File: config.mk
export PLATFORM = sky130hd
export DESIGN_NAME = uart_receiver
export DESIGN_NICKNAME = d
export VERILOG_FILES = /design/src/rtl/uart_pkg.sv /design/src/rtl/uart_rx_sampler.sv /design/src/rtl/uart_receiver.sv
export SDC_FILE = /design/constraint.sdc
export NUM_CORES = 1
export LEC_CHECK = 0
export ABC_AREA = 1
export CAP_MARGIN = 20
export CORE_ASPECT_RATIO = 0.6
export CORE_UTILIZATION = 50
export DETAILED_ROUTE_END_ITERATION = 8
export PLACE_DENSITY_LB_ADDON = 0.05
export SYNTH_ARGS = -nofsm -noshare
export SYNTH_HDL_FRONTEND = slang
export SYNTH_SLANG_ARGS = --single-unit
File: constraint.sdc
create_clock -name i_clock -period 2.4 [get_ports i_clock]
set_clock_uncertainty 0.15 [all_clocks]
set_input_delay 0.48 -clock i_clock [delete_from_list [all_inputs] [get_ports i_clock]]
set_output_delay 0.48 -clock i_clock [all_outputs]
set_load 0.02 [all_outputs]
File: src/rtl/uart_pkg.sv
// uart_pkg: shared UART state encoding, default constants and majority helper.
package uart_pkg;
  typedef enum logic [2:0] {IDLE, START, DATA, PARITY, STOP} rx_state_t;
  localparam int UART_DATA_BITS = 8;
  localparam int UART_OVERSAMPLE = 16;
  function automatic logic maj3(input logic a, input logic b, input logic c);
    return (a & b) | (a & c) | (b & c);
  endfunction
endpackage

File: src/rtl/uart_rx_sampler.sv
// uart_rx_sampler: rx synchronizer plus 3-sample majority vote over the latest oversample ticks.
module uart_rx_sampler
  import uart_pkg::*;
#(
  parameter int SYNC_STAGES = 2
) (
  input  logic clk_i,
  input  logic rst_ni,
  input  logic rx_i,
  input  logic ce_i,
  output logic rx_o,
  output logic bit_o
);
  logic [SYNC_STAGES-1:0] sync_q;
  logic [1:0] hist_q;
  always_ff @(posedge clk_i or negedge rst_ni)
    if (!rst_ni) begin
      sync_q <= '1;
      hist_q <= '1;
    end else begin
      sync_q <= {sync_q[SYNC_STAGES-2:0], rx_i};
      if (ce_i) hist_q <= {hist_q[0], rx_o};
    end
  assign rx_o = sync_q[SYNC_STAGES-1];
  // the current tick's sample joins the two stored ones, so the vote is ready on the tc=M+1 tick
  assign bit_o = maj3(hist_q[1], hist_q[0], rx_o);
endmodule

File: src/rtl/uart_receiver.sv
// uart_receiver: oversampled UART receiver with one-deep holding register.
// Optional parity state enabled by defining UART_RX_PARITY_EN.
module uart_receiver
  import uart_pkg::*;
#(
  parameter int DATA_BITS = UART_DATA_BITS,
  parameter int OVERSAMPLE = UART_OVERSAMPLE,
  parameter int SYNC_STAGES = 2
`ifdef UART_RX_PARITY_EN
  , parameter bit PARITY_ODD = 1'b0
`endif
) (
  input  logic                 i_clock,
  input  logic                 i_reset,
  input  logic                 i_rx,
  input  logic                 i_ce,
  input  logic                 i_rdEnable,
  output logic [DATA_BITS-1:0] o_data,
  output logic                 o_valid,
  output logic                 o_frameError,
  output logic                 o_parityError,
  output logic                 o_overrun,
  output logic                 o_busy
);
  localparam int TW = $clog2(OVERSAMPLE);
  localparam int IW = $clog2(DATA_BITS);
  localparam logic [TW-1:0] T_MID = TW'(OVERSAMPLE / 2 + 1);
  localparam logic [TW-1:0] T_END = TW'(OVERSAMPLE - 1);
  rx_state_t state_q, state_d;
  logic [TW-1:0] tc_q, tc_d;
  logic [IW-1:0] idx_q, idx_d;
  logic [DATA_BITS-1:0] sh_q, sh_d, data_q, data_d;
  logic armed_q, armed_d, valid_q, valid_d, fe_q, fe_d, ovr_q, ovr_d;
  logic rx_s, smp, commit, rd, load;
`ifdef UART_RX_PARITY_EN
  logic perr_q, perr_d, pe_q, pe_d;
`endif
  uart_rx_sampler #(.SYNC_STAGES(SYNC_STAGES)) u_sampler (
    .clk_i (i_clock),
    .rst_ni(i_reset),
    .rx_i  (i_rx),
    .ce_i  (i_ce),
    .rx_o  (rx_s),
    .bit_o (smp)
  );
  always_comb begin
    state_d = state_q;
    tc_d = tc_q;
    idx_d = idx_q;
    sh_d = sh_q;
    armed_d = armed_q;
    commit = 1'b0;
`ifdef UART_RX_PARITY_EN
    perr_d = perr_q;
`endif
    if (i_ce) begin
      tc_d = tc_q + 1'b1;
      case (state_q)
        IDLE: begin
          tc_d = '0;
          // after a break the line must go high again before a new start is accepted
          armed_d = armed_q | rx_s;
          state_d = (armed_q && !rx_s) ? START : IDLE;
        end
        START:
          if (tc_q == T_MID && smp) begin
            state_d = IDLE;
            tc_d = '0;
          end else if (tc_q == T_END) begin
            state_d = DATA;
            tc_d = '0;
            idx_d = '0;
          end
        DATA: begin
          if (tc_q == T_MID) sh_d = {smp, sh_q[DATA_BITS-1:1]};
          if (tc_q == T_END) begin
            tc_d = '0;
            idx_d = idx_q + 1'b1;
`ifdef UART_RX_PARITY_EN
            if (idx_q == IW'(DATA_BITS - 1)) state_d = PARITY;
`else
            if (idx_q == IW'(DATA_BITS - 1)) state_d = STOP;
`endif
          end
        end
`ifdef UART_RX_PARITY_EN
        PARITY: begin
          if (tc_q == T_MID) perr_d = smp ^ (^sh_q) ^ PARITY_ODD;
          if (tc_q == T_END) begin
            state_d = STOP;
            tc_d = '0;
          end
        end
`endif
        STOP:
          if (tc_q == T_MID) begin
            commit = 1'b1;
            state_d = IDLE;
            tc_d = '0;
            armed_d = smp;
          end
        default: state_d = IDLE;
      endcase
    end
  end
  assign rd = i_rdEnable & valid_q;
  assign load = commit & (~valid_q | rd);
  assign valid_d = commit | (valid_q & ~rd);
  assign ovr_d = ~rd & (ovr_q | (commit & valid_q));
  assign data_d = load ? sh_q : data_q;
  assign fe_d = load ? ~smp : fe_q;
`ifdef UART_RX_PARITY_EN
  assign pe_d = load ? perr_q : pe_q;
  assign o_parityError = pe_q;
  always_ff @(posedge i_clock or negedge i_reset)
    if (!i_reset) begin
      perr_q <= 1'b0;
      pe_q <= 1'b0;
    end else begin
      perr_q <= perr_d;
      pe_q <= pe_d;
    end
`else
  assign o_parityError = 1'b0;
`endif
  always_ff @(posedge i_clock or negedge i_reset)
    if (!i_reset) begin
      state_q <= IDLE;
      tc_q <= '0;
      idx_q <= '0;
      sh_q <= '0;
      data_q <= '0;
      armed_q <= 1'b0;
      valid_q <= 1'b0;
      fe_q <= 1'b0;
      ovr_q <= 1'b0;
    end else begin
      state_q <= state_d;
      tc_q <= tc_d;
      idx_q <= idx_d;
      sh_q <= sh_d;
      data_q <= data_d;
      armed_q <= armed_d;
      valid_q <= valid_d;
      fe_q <= fe_d;
      ovr_q <= ovr_d;
    end
  assign o_data = data_q;
  assign o_valid = valid_q;
  assign o_frameError = fe_q;
  assign o_overrun = ovr_q;
  assign o_busy = state_q != IDLE;
endmodule

## After elaboration in Yosys (flattened, before gate mapping)

Cells that the tools add are included.

- Muxes and demuxes: 20
- Add/sub/neg operators: 2
- Bitwise operators: 17
- Equal/unequal tests: 12
- Reductions and logical operators: 11

Operator list:

| kind | number |
|---|---|
| 3-bit 2-to-1 mux | 8 |
| 4-bit one-hot mux with 4 select lines | 1 |
| 4-bit 2-to-1 mux | 3 |
| 3-bit one-hot mux with 4 select lines | 1 |
| 2-bit inequality test (second input constant) | 5 |
| 5-bit AND reduction | 2 |
| 1-bit AND | 8 |
| 4-bit == test (second input constant) | 2 |
| 3-bit == test (second input constant) | 2 |
| 1-bit bitwise OR | 6 |
| 3-bit one-hot mux with 2 select lines | 1 |
| 3-bit AND reduction | 2 |
| 1-bit 2-to-1 mux | 5 |
| 4-bit by 1-bit adder with 4-bit output (second input constant) | 1 |
| 2-bit nonzero test | 2 |
| 3-bit by 1-bit adder with 3-bit output (second input constant) | 1 |
| 3-bit by 1-bit == test with 1-bit output (second input constant) | 1 |
| 3-bit by 2-bit == test with 1-bit output (second input constant) | 1 |
| 3-bit zero test | 1 |
| 3-bit inequality test (second input constant) | 1 |
| 1-bit NOT | 3 |
| 3-bit nonzero test | 1 |
| 1-bit logical AND | 2 |
| 1-bit one-hot mux with 2 select lines | 1 |
| 1-bit zero test | 1 |

- Register bits: 34
- Output and inout port bits: 13

## Logic depth before layout (Yosys ltp)

- Depth in word-level cells: 7
- Depth in mapped cells: 11
- Mapped depth without buffers: 11

## Cells and area by module

From an unflattened synthesis, not the netlist that was laid out.

- Cells, all modules: 186
- Area, all modules: 1655.3 um^2

Modules (own cells, without submodules):

| module | times used | cells each | area an instance (um^2) |
|---|---|---|---|
| uart_receiver | 1 | 172 | 1508.9 |
| uart_rx_sampler | 1 | 14 | 146.4 |

## Worst setup path before layout

No wires, ideal clock.

- Path type: register to register
- From: register tc_q[1]
- To: register data_q[6] (netlist: o_data[6])
- Required time: 2133 ps
- Stages on the path, launching flop included: 11
- Data arrival time: 1273 ps
- Setup time: 117 ps
- Setup slack: 860 ps
- Cell sequence: dfrtp_1 -> inv_1 -> ha_1 -> nand3_2 -> nor2_4 -> nand2_4 -> inv_4 -> nand2_4 -> buf_6 -> nand2_2 -> o21ai_2

- Cells in the longest elaborated chain, start to end: 5

RTL lines:

| item | RTL line | RTL |
|---|---|---|
| start: declaration | uart_receiver.sv:30 | `logic [TW-1:0] tc_q, tc_d;` |
| start signal: assignment | uart_receiver.sv:139 | `tc_q <= tc_d;` |
| 4-bit == test | uart_receiver.sv:96 | `if (tc_q == T_MID) begin` |
| 1-bit 2-to-1 mux | uart_receiver.sv:96 |  |
| 1-bit 2-to-1 mux | uart_receiver.sv:58 | `case (state_q)` |
| 1-bit 2-to-1 mux | uart_receiver.sv:56 | `if (i_ce) begin` |
| 1-bit AND | uart_receiver.sv:107 | `assign load = commit & (~valid_q \| rd);` |
| end signal: assignment | uart_receiver.sv:142 | `data_q <= data_d;` |
| end: declaration | uart_receiver.sv:32 | `logic [DATA_BITS-1:0] sh_q, sh_d, data_q, data_d;` |

Every way passes these cells.
A chain may end at the register's enable or synchronous reset.

## Worst setup path after layout

- From: register state_q[1]
- To: output o_busy

- Cells in the longest elaborated chain, start to end: 1

RTL lines:

| item | RTL line | RTL |
|---|---|---|
| start: declaration | uart_receiver.sv:29 | `rx_state_t state_q, state_d;` |
| start signal: assignment | uart_receiver.sv:138 | `state_q <= state_d;` |
| 3-bit nonzero test | uart_receiver.sv:152 | `assign o_busy = state_q != IDLE;` |
| end: declaration | uart_receiver.sv:23 | `output logic o_busy` |

Every way passes these cells.

==> metrics.txt <==
status=finished clean; Setup TNS=0 ns; # clock sinks=34; number of DRC markers in iteration 0=86; Design Power=roughly 1.6 mW; total track usage=0.194; Via Count=1299; die width=about 77 microns; post-synthesis cell type count=27; multi-input logic area=703 sq um; die area=approximately 3700 sq um; Worst Setup SP=state_q[1]; most frequent cells in the layout=66 x nand2_1, 30 x dfrtp_1, 24 x inv_1, 16 x clkdlybuf4s50_1, 12 x o21ai_0; clock root buffer=clkbuf_8; Leak Pwr=~1.0 nW; layout cell share with drive strength beyond 1=0.174; row count=15; Post-Syn Instances=202; max-slew violations=0; Peak supply drop=0.421 mV; endpoints failing setup=0; GRT overflow=0; cts hold-fix bufs=0; clock latency on the worst-skew pair=between 0.2 and 0.3 ns; Setup crit end kind=output port; Post-CTS Setup Inserts=0; Filler cells=263; post-route minimum period=2.16 ns; Final WS setup=0.237 ns; worst endpoint required time=between 1.5 and 2 ns; antenna violations before repair=0; PD cells=807 nW/um^2; post_cts resized=0; first-pass GRT wire length=5.19 mm; gpl congestion=0.868; Max-cap violations=0; HP Class=flip-flop to flip-flop; final net count=232; Worst path max stage delay=0.54 ns; Cell Area, Synth=between 1500 and 2000 sq um; Min Hold Slack=just over 0.2 ns; TritonCTS Buffers=5; Syn-to-layout area delta=17.0%; pre-CTS setup slack=0.409 ns; Critical Path, Cell by Cell=nor2_4 > nand2_1 > clkdlybuf4s50_1; Achievable Freq=roughly 460 MHz; wire per inst=12.0 microns; CP max FO=5; wire length after detailed routing=3.19 mm; sequential-to-total area share from yosys stat=0.503; crit share post-route=0.901; dpl hpwl=2.34 mm; crit path DAT=1.53 ns; final hold vios=0; synth warn=0; # DRC=0; synthesized area per cell=8.43 sq um; Ant. Diodes=0; clk slew on worst S/H paths=about 0.060 ns; syn_nets=211; Sequential cell area=856 sq um; RSZ-0062 raised after global routing=false; vias in the first global route=1176; Initial Utilization=0.560; H-tree depth=2; largest net degree at the start of global routing=35; Top Ports=18; drt first pass iters=4; critical path class=flip-flop to output port; CTS tree=yes; Core ar.=~3000 sq um; Startpoint Class=flip-flop; Critical-path top delay cell=clkdlybuf4s50_1; Final ANT Viol Nets=0; height of the die=47.2 microns; Yosys reg bits=34; vias per cell=4.88; FF-to-FF Start=tc_q[1]; IO buf count=16; commonest non-fill, non-tap cell in the layout=nand2_1; Clock Tree Buf Depth=2; Hold Startpoint=u_sampler.sync_q[0]
## power by group
group / internal [mW] / leakage (nW) / switching, mW / total, mW
combinational: 0.174 / 0.495 / 0.316 / 0.490
sequential: 0.628 / 0.456 / 0.0610 / 0.689
clock: 0.230 / 0.0472 / 0.199 / 0.429
## routing by layer
layer	part of all wire	vias to the layer above	global-route usage	routed length [microns]
li1	-	669	-	-
met1	0.53	594	0.270	1690
met2	0.41	32	0.297	1320
met3	0.048	4	0.0524	153
met4	0.0085	0	0.0679	27
met5	0	-	0	0
## path summary, 6_finish.rpt
kind / cells past startpoint / slack (ns) / to
worst min-delay path: 0 / 0.21 / u_sampler.sync_q[1]
worst max-delay path: 3 / 0.24 / o_busy
worst max register to register: 11 / 0.65 / state_q[1]
max in group asynchronous: 2 / 1.31 / u_sampler.sync_q[1]
worst min register to register: 0 / 0.21 / u_sampler.sync_q[1]
min in group asynchronous: 2 / 0.46 / o_data[6]
## critical path: cells and delay by family (launching register included)
family        cells  cell delay (ns)
simple gates      2             0.28
flops             1             0.44
buf+inv           1             0.54
## logic make-up (layout without fill, tap and decap cells)
group | count (synthesis) | after routing | synth area share
xor+xnor | 1 | 1 | 0.00514
buf+inv | 32 | 54 | 0.0845
fa+ha+maj | 4 | 4 | 0.0294
flops | 34 | 34 | 0.503
other cells | 1 | 1 | 0.00220
compound gates | 29 | 29 | 0.101
simple gates | 101 | 101 | 0.276
## per-stage QoR
step                cell area [sq um]  utilization  instances
global route                     1990        0.655        266
global placement                 1900        0.624        258
finish                           1990        0.655        266
CTS                              1990        0.655        266
floorplan                        1700            -        202
detailed placement               1900        0.624        258
## sequential cells by signal, summed over array words and instances (netlist names), 2 cells and up
register	flops
idx_q	3
o_data	8
sh_q	8
state_q	3
tc_q	4
u_sampler.hist_q	2
u_sampler.sync_q	2
## cell type report
| class | instances | share of cell area |
|---|---|---|
| well taps | 42 | 0.0264 |
| clock inverters | 2 | 0.00628 |
| inverters | 28 | 0.0553 |
| repair buffers | 18 | 0.0879 |
| clock buffers | 6 | 0.0415 |
| multi-input cells | 136 | 0.353 |
| flip-flops and latches | 34 | 0.430 |
## Yosys cell counts
master | n | area [sq um]
buf_4 | 1 | 7.51
nor3_1 | 1 | 5.00
nand2_2 | 5 | 31.3
o21ai_2 | 7 | 61.3
inv_2 | 2 | 7.51
clkbuf_1 | 1 | 3.75
xnor2_1 | 1 | 8.76
nand4_1 | 1 | 6.26
buf_6 | 2 | 22.5
dfstp_2 | 4 | 105
or2_2 | 1 | 6.26
nand3_1 | 10 | 50.1
nand2_1 | 66 | 248
nand3_2 | 3 | 30.0
nand2_4 | 2 | 22.5
o21ai_1 | 4 | 20.0
nor2_4 | 2 | 22.5
conb_1 | 1 | 3.75
inv_1 | 24 | 90.1
dfrtp_1 | 30 | 751
o21ai_0 | 12 | 60.1
nor2_1 | 7 | 26.3
nor2_2 | 1 | 6.26
a21oi_1 | 6 | 30.0
ha_1 | 4 | 50.1
nand3b_1 | 2 | 15.0
inv_4 | 2 | 12.5
No activity file was read; power rests on OpenSTA's default activity.
